--- config.mk ---
export PLATFORM = sky130hd
export DESIGN_NAME = screen_reader
export DESIGN_NICKNAME = d
export VERILOG_FILES = /design/src/rtl/screen_reader.sv
export SDC_FILE = /design/constraint.sdc
export NUM_CORES = 1
export LEC_CHECK = 0
export CORE_MARGIN = 5
export CORE_UTILIZATION = 57
export CTS_CLUSTER_SIZE = 10
export DETAILED_ROUTE_END_ITERATION = 10
export PLACE_DENSITY = 0.89
export SKIP_CTS_REPAIR_TIMING = 1
export SLEW_MARGIN = 20
export SYNTH_ARGS = -nofsm -noshare
export SYNTH_HDL_FRONTEND = slang
export SYNTH_SLANG_ARGS = --single-unit
--- constraint.sdc ---
create_clock -name clk50m -period 3.1 [get_ports clk50m]
set_input_delay 0.93 -clock clk50m [delete_from_list [all_inputs] [get_ports clk50m]]
set_output_delay 0.93 -clock clk50m [all_outputs]
set_load 0.01 [all_outputs]
--- src/rtl/screen_reader.sv ---
// Frame scanner: fetches screen RAM words in ascending address order and
// streams them out one pixel at a time over a valid/ready handshake.
module screen_reader #(
  parameter int W   = 16,
  parameter int AW  = 13,
  parameter int WPR = 32
) (
  input  logic          clk50m,
  input  logic          rst_n,
  input  logic          start,
  output logic          mem_rd,
  output logic [AW-1:0] mem_addr,
  input  logic [W-1:0]  mem_rdata,
  output logic          pix,
  output logic          pix_valid,
  input  logic          pix_ready,
  output logic          line_end,
  output logic          frame_end,
  output logic          busy
);

  localparam int CW = (W > 1) ? $clog2(W) : 1;
  localparam logic [CW-1:0] LAST_PIX = CW'(W - 1);
  localparam logic [CW-1:0] NEXT_TO_LAST_PIX = CW'(W - 2);
  localparam logic [AW-1:0] LAST_ADDR = '1;

  typedef enum logic [1:0] {IDLE, FETCH, WAIT, SHIFT} state_t;

  state_t        state;
  logic [AW-1:0] addr;
  logic [W-1:0]  sreg;
  logic [CW-1:0] cnt;
  logic          row_last;
  logic          frame_last;

  assign row_last   = (addr % AW'(WPR)) == AW'(WPR - 1);
  assign frame_last = (addr == LAST_ADDR);
  assign mem_addr   = addr;

  always_ff @(posedge clk50m or negedge rst_n) begin
    if (!rst_n) begin
      state     <= IDLE;
      addr      <= '0;
      sreg      <= '0;
      cnt       <= '0;
      mem_rd    <= 1'b0;
      pix       <= 1'b0;
      pix_valid <= 1'b0;
      line_end  <= 1'b0;
      frame_end <= 1'b0;
      busy      <= 1'b0;
    end else begin
      case (state)
        IDLE: begin
          if (start) begin
            state  <= FETCH;
            addr   <= '0;
            mem_rd <= 1'b1;
            busy   <= 1'b1;
          end
        end
        FETCH: begin
          mem_rd <= 1'b0;
          state  <= WAIT;
        end
        WAIT: begin
          sreg      <= mem_rdata;
          cnt       <= '0;
          pix       <= mem_rdata[0];
          pix_valid <= 1'b1;
          line_end  <= 1'b0;
          frame_end <= 1'b0;
          state     <= SHIFT;
        end
        SHIFT: begin
          if (pix_ready) begin
            sreg <= sreg >> 1;
            cnt  <= cnt + 1'b1;
            pix  <= sreg[1];
            if (cnt == LAST_PIX) begin
              pix_valid <= 1'b0;
              line_end  <= 1'b0;
              frame_end <= 1'b0;
              if (frame_last) begin
                state <= IDLE;
                busy  <= 1'b0;
              end else begin
                addr   <= addr + 1'b1;
                mem_rd <= 1'b1;
                state  <= FETCH;
              end
            end else begin
              // flags are registered, so look one pixel ahead
              line_end  <= (cnt == NEXT_TO_LAST_PIX) && row_last;
              frame_end <= (cnt == NEXT_TO_LAST_PIX) && frame_last;
            end
          end
        end
        default: state <= IDLE;
      endcase
    end
  end

endmodule

# --- After elaboration in Yosys (flattened, before gate mapping) ---
# Index checks and enable logic that the tools add are counted.
classes:
  n_mux: 34
  eq_ne: 12
  n_addsub: 2
  reduce_logical: 12
ops:
  columns: ["cell", "count"]
  rows:
  - ["13-bit two-way mux", 4]
  - ["16-bit one-hot mux with 2 select lines", 1]
  - ["13-bit one-hot mux with 2 select lines", 1]
  - ["16-bit two-way mux", 1]
  - ["1-bit two-way mux", 15]
  - ["5-bit AND reduction", 3]
  - ["13-bit by 1-bit adder with 13-bit output, second input constant", 1]
  - ["13-bit == test, second input constant", 1]
  - ["2-bit inequality test, second input constant", 5]
  - ["1-bit one-hot mux with 2 select lines", 5]
  - ["4-bit == test, second input constant", 2]
  - ["2-bit one-hot mux with 4 select lines", 1]
  - ["4-bit one-hot mux with 2 select lines", 1]
  - ["2-bit two-way mux", 3]
  - ["3-bit AND reduction", 2]
  - ["5-bit == test, second input constant", 1]
  - ["4-bit by 1-bit adder with 4-bit output, second input constant", 1]
  - ["2-bit == test, second input constant", 2]
  - ["4-bit two-way mux", 1]
  - ["2-bit nonzero test", 2]
  - ["1-bit one-hot mux with 3 select lines", 1]
  - ["3-bit nonzero test", 1]
  - ["2-bit by 1-bit == test with 1-bit output, second input constant", 1]
  - ["1-bit logical AND", 2]
  - ["other kinds (2)", 2]
word_totals:
  wordCells: 70
  in_bits: 20
  out_inout_bits: 19
  ff_bits: 41

# --- Longest topological paths before layout ---
# Gate-level depths: netlist of the first run.
logic_depth:
  depth_word: 5
  ltp_mapped: 7
  ltp_nobuf: 6

# --- Worst setup path after synthesis of the first run ---
# No wires, ideal clock.
synth_path:
  kind: "input to register"
  start: "input pix_ready"
  end: "register addr[10], in the netlist mem_addr[10]"
  setup_time_ns: 0.121
  required_time_ns: 2.979
  cell_stages: 5
  n_path_buf: 1
  path_slack_ns: 0.961
  arrival_ns: 2.018
  cell_sequence: "buf_2 > nand2b_1 > o211ai_1 > or4_1 > a22o_1"
synth_via:
  elab_chain_cells: 2
synth_rtl:
  columns: ["element", "line_no", "rtl"]
  rows:
  - ["from (decl)", "16", "input logic pix_ready,"]
  - ["2-bit inequality test (no line)", null, null]
  - ["5-bit AND reduction (no line)", null, null]
  - ["to (signal assigned)", "88", "addr <= addr + 1'b1;"]
  - ["to (decl)", "30", "logic [AW-1:0] addr;"]
# Every way passes these cells.
# A chain may end at the register's enable or synchronous reset.

# --- Worst setup path after layout of the first run ---
layout_path:
  start: "input pix_ready"
  end: "register addr[0], in the netlist mem_addr[0]"
# The elaborated chain is that of the path after synthesis.

==> results of run 1 <==
## worst max-delay path, cell delays in order
cell	delay, ns
clkdlybuf4s50_1	0.64
nand2b_1	0.18
o211ai_1	0.23
or3_1	0.49
mux2_2	0.30
## cells by family after synthesis
kind of cell,share of synthesized area [%]
buf+inv,3.710
mux,7.701
fa+ha+maj,5.621
simple gates,18.61
flops,44.97
compound gates,18.21
xor+xnor,1.181
## final timing paths
check	to	slack (ns)	startpoint
worst max-delay path	mem_addr[0]	0.50	pix_ready
worst min-delay path	sreg[6]	0.49	sreg[6]
worst max register to register	mem_addr[0]	0.84	state[1]
worst min register to register	sreg[6]	0.49	sreg[6]
max in group asynchronous	cnt[2]	1.79	rst_n
min in group asynchronous	sreg[11]	0.75	rst_n
## Yosys cell counts (2+ instances only)
cell type  instances
a21oi_1            5
a22o_1             3
and3_1             3
buf_2              3
clkbuf_1          10
dfrtp_1           40
ha_1              10
inv_1              8
mux2i_1           16
nand2_1           30
nand2b_1           4
nand3_1            8
nand4_1            5
nor2_1             7
nor3_1             4
nor4_1             4
o211ai_1           3
o21ai_0           26
o22ai_1            3
o311ai_0           2
o31ai_1            5
o41ai_1            4
or3_1              4
or4_1              2
xor2_1             3
## layout make-up
| cell class | instances | area (µm²) |
|---|---|---|
| multi-input cells | 170 | 1154 |
| flip-flops and latches | 40 | 1001 |
| fillers | 264 | 965.9 |
| repair buffers | 41 | 397.9 |
| clock buffers | 6 | 72.57 |
| well taps | 48 | 60.06 |
| clock inverters | 2 | 35.03 |
| inverters | 8 | 30.03 |
## per-stage QoR
stage	setup slack, ns	area, µm²
after floorplan	0.9611	2226
after global placement	0.2346	2635
after detailed placement	0.09781	2635
after CTS	0.4142	2743
after global routing	0.4161	2750
final	0.5029	2750
## power breakdown
group	total, mW	internal [mW]	switching, mW
clock	0.422	0.239	0.183
combinational	1.08	0.469	0.609
sequential	0.881	0.712	0.170
## state kept, by name, summed over array words and instances (netlist names)
register,flops
sreg,16
busy,1
frame_end,1
mem_addr,13
pix_valid,1
cnt,4
mem_rd,1
line_end,1
state,2
## layer usage
metal	global-route usage [%]	wire length [µm]
met4	7.377	93
met3	4.017	256
met5	0	0
met1	26.30	2195
met2	36.10	2636
==> flow_summary.ini, run 1 <==
[final_layout]
utilization_pct = 74.01
final_common_cell = dfrtp_1
finalNetCount = 296
layout_common_cells = dfrtp_1, clkdlybuf4s50_1, nand2_1
diodes = 0
drive_above_1_share_pct = 6.367
final_cells = 315
area_growth_pct = 23.55

[clock_tree]
cts_root_buffer = clkbuf_8
cts.htree.levels = 2
clk_latency_ns = 0.29
cts_tree = done
cts.clk_slew.worst_paths_ns = 0.08
cts.sinks = 40
clk_path_buf_depth = 2
cts_buffers = 5

[sta]
fin_hold_ws_ns = 0.4876
slew-limit-headroom_pct = 37.56
tns_ns = 0
finalCritPeriodShare_pct = 83.78
hold_viol_final = 0
min_period_ns = 2.597
slew_viol_final = 0
rsz0062_at_grt = false
timing.fmax_mhz = 385.0
finClkSkew_ns = 0.008784
worst_slew_pin_slew_ns = 0.9245
setup_viol_count_final = 0

[synth]
netlist-cell-type-count = 44
syn-num-nets = 261
synth.avg_cell_area_um2 = 9.636
synth_area_leaders = dfrtp_1, mux2i_1, o21ai_0
synth_area_mm2 = 0.002226
synth_flop_cell = dfrtp_1
yosysWarnings = 0
synth_edf_count = 0
yosysSeqAreaShare_pct = 44.97
synth_top_area_cell = dfrtp_1
async_flop_share_pct = 100.0
synth_top_area_share_pct = 44.97
netlist_instances = 231
yosys_register_bits = 40

[worst_setup_path]
reg2reg_depth = 6
arrival_ns = 2.77
required_ns = 3.27
setup.worst_path.start_class = input pin
end_kind = flip-flop
path_max_fanout = 8
crit_type = input pin to flip-flop

[min_path]
worst_hold_path.num_cells = 2
hp-class = flip-flop to flip-flop

[floorplanning]
rows = 22
io_pins = 39
die_h_um = 72.49
initial_core_util_pct = 59.90
core-area_mm2 = 0.003716
die_area_mm2 = 0.005255
die-width_um = 72.49

[power_and_ir_drop]
irDropWorstVdd_mv = 0.4230
power_density_mw_per_mm2 = 865.7
power.total_mw = 2.381
leakagePower_nw = 1.147

[drt]
dr.pass1.iters = 4
drt_iter0_markers = 149
route.detailed.drc = 0
drt-total-wl_mm = 5.181
drt-vias-per-instance = 6.038
via_count = 1902
drtAntennaViolNets = 0
wl_per_cell_um = 16.45

[job]
drv_cap = 0

[global_routing]
grt-ovfl-total = 0
antenna_found_initial = 0
grt_pass1_wl_mm = 8.763
track_usage_pct = 20.99
grt_max_degree = 41
grt_pass1_vias = 1876

[placed_design]
gp_congestion = 0.8194
dpl.cell_count = 307
numPortBuffers = 38
dp_hpwl_mm = 3.743

[run_status]
status = finished, final reports clean
Power figures use the tool's default switching activity.
==> inputs of run 2 (changes only) <==
Settings changed: CORE_UTILIZATION 57 to 52, PLACE_DENSITY 0.89 to 0.83.
Clock period 3.1 ns to 2.59 ns, I/O delays scaled along.
==> flow_summary.ini, run 2 (synthesis results as in run 1) <==
[clock_tree]
cts_tree = done
cts_root_buffer = clkbuf_8
cts.clk_slew.worst_paths_ns = 0.08
clk_latency_ns = 0.29
cts_buffers = 5
cts.htree.levels = 2
cts.sinks = 40
clk_path_buf_depth = 2

[worst_setup_path]
rr_startpoint = mem_addr[0]
crit_buf_inv = 2
worstPathCellList = clkdlybuf4s50_1 > nand2b_1 > o211ai_1 > buf_4 > or4_1 > nand3_1
path_depth = 6
crit_family = simple AND/OR/NAND/NOR gates
arrival_ns = 2.46
end_kind = flip-flop
reg2reg_to = mem_addr[9]
cpMaxStageDelayCell = or4_1
critPathMaxStageDelay_ns = 0.51
setup.worst_path.start_class = input pin
path_max_fanout = 8
r2r_slack_ns = 0.42
crit_type = input pin to flip-flop
required_ns = 2.82
reg2reg_depth = 5

[sta]
worst_slew_pin_slew_ns = 0.8051
setup_viol_count_final = 0
slew-limit-headroom_pct = 45.83
min_period_ns = 2.222
slew_viol_final = 0
rsz0062_at_grt = false
hold_viol_final = 0
finClkSkew_ns = 0.004859
worst_slack_ns = 0.3677
timing.fmax_mhz = 450.0
tns_ns = 0
finalCritPeriodShare_pct = 85.80

[final_layout]
largest_register_ffs = 16
layout_common_cells = dfrtp_1, clkdlybuf4s50_1, nand2_1
final_cells = 322
max_flop_register = sreg
utilization_pct = 68.16
diodes = 0
drive_above_1_share_pct = 8.456
final_common_cell = dfrtp_1
area_growth_pct = 25.13
finalNetCount = 301
stdcell_area_mm2 = 0.002785

[power_and_ir_drop]
leakagePower_nw = 1.155
irDropWorstVdd_mv = 0.5642
power_density_mw_per_mm2 = 1006

[floorplanning]
die-width_um = 75.43
initial_core_util_pct = 54.47
core-area_mm2 = 0.004086
die_area_mm2 = 0.005689
io_pins = 39
rows = 23
die_h_um = 75.43

[global_routing]
grt_pass1_vias = 1778
track_usage_pct = 18.72
grt_max_degree = 40
grt_pass1_wl_mm = 8.162
antenna_found_initial = 0
grt-ovfl-total = 0

[drt]
dr.pass1.iters = 4
via_count = 1891
drt_iter0_markers = 161
wl_per_cell_um = 15.24
drt-vias-per-instance = 5.873
drtAntennaViolNets = 0
route.detailed.drc = 0
drt-total-wl_mm = 4.907

[placed_design]
numPortBuffers = 38
pre_cts_ws_ns = 0.06967
dp_hpwl_mm = 3.532
gp_congestion = 0.7824
dpl-instance-area_mm2 = 0.002688
dpl.cell_count = 314

[run_status]
status = finished, final reports clean

[min_path]
hp-class = input pin to asynchronous set/reset pin

[job]
drv_cap = 0
-- run 2: changes by cell type in the layout (fill, tap and decap cells not counted), sizes merged --
| cell | delta |
|---|---|
| buf | +5 |
| clkinvlp | +2 |
| clkinv | -1 |
| bufinv | -1 |
-- run 2: area by class of cell --
type                       instances  area (µm²)
timing repair buffer              46       447.9
clock inverter                     2       15.01
clock buffer                       6       82.58
multi-input combinational        170        1146
tap                               50       62.56
sequential                        40        1001
fill                             325        1301
inverter                           8       30.03
-- run 2: worst reg2reg max path, delay by kind of cell (launching register included) --
kind                     cells  cell delay, ns
AO/OA/AOI/OAI                1            0.20
flip-flops                   1            0.45
adder cells (fa/ha/maj)      1            0.29
AND/OR/NAND/NOR              3            1.15
-- run 2: how the worst max path moves through the flow --
| stage | from | end | slack (ns) |
|---|---|---|---|
| floorplan | pix_ready | mem_addr[10] | 0.60 |
| global placement | start | mem_addr[5] | 0.09 |
| detailed placement | start | mem_addr[5] | 0.07 |
| CTS | start | mem_addr[5] | 0.38 |
| global route | pix_ready | mem_addr[5] | 0.28 |
| finish | start | mem_addr[5] | 0.37 |
-- run 2: where the power goes --
group	switching [mW]	total [mW]	leakage, nW	internal (mW)
combinational	0.714	1.31	0.594	0.592
sequential	0.202	1.05	0.518	0.852
clock	0.227	0.442	0.0434	0.216
total	1.14	2.80	1.16	1.66
-- run 2: metal layers --
layer | global-route usage, % | part of all wire, %
met1 | 25.80 | 45
met2 | 29.63 | 47
met3 | 3.166 | 7.3
met5 | 0 | 0
met4 | 7.184 | 0.69
-- run 2: metrics by stage --
step	hold WS, ns	power, mW
after floorplan	0.4496	1.896
after global placement	0.4620	2.314
after detailed placement	0.4715	2.371
after CTS	0.2510	2.818
after global routing	0.2479	3.032
final	0.2599	2.801
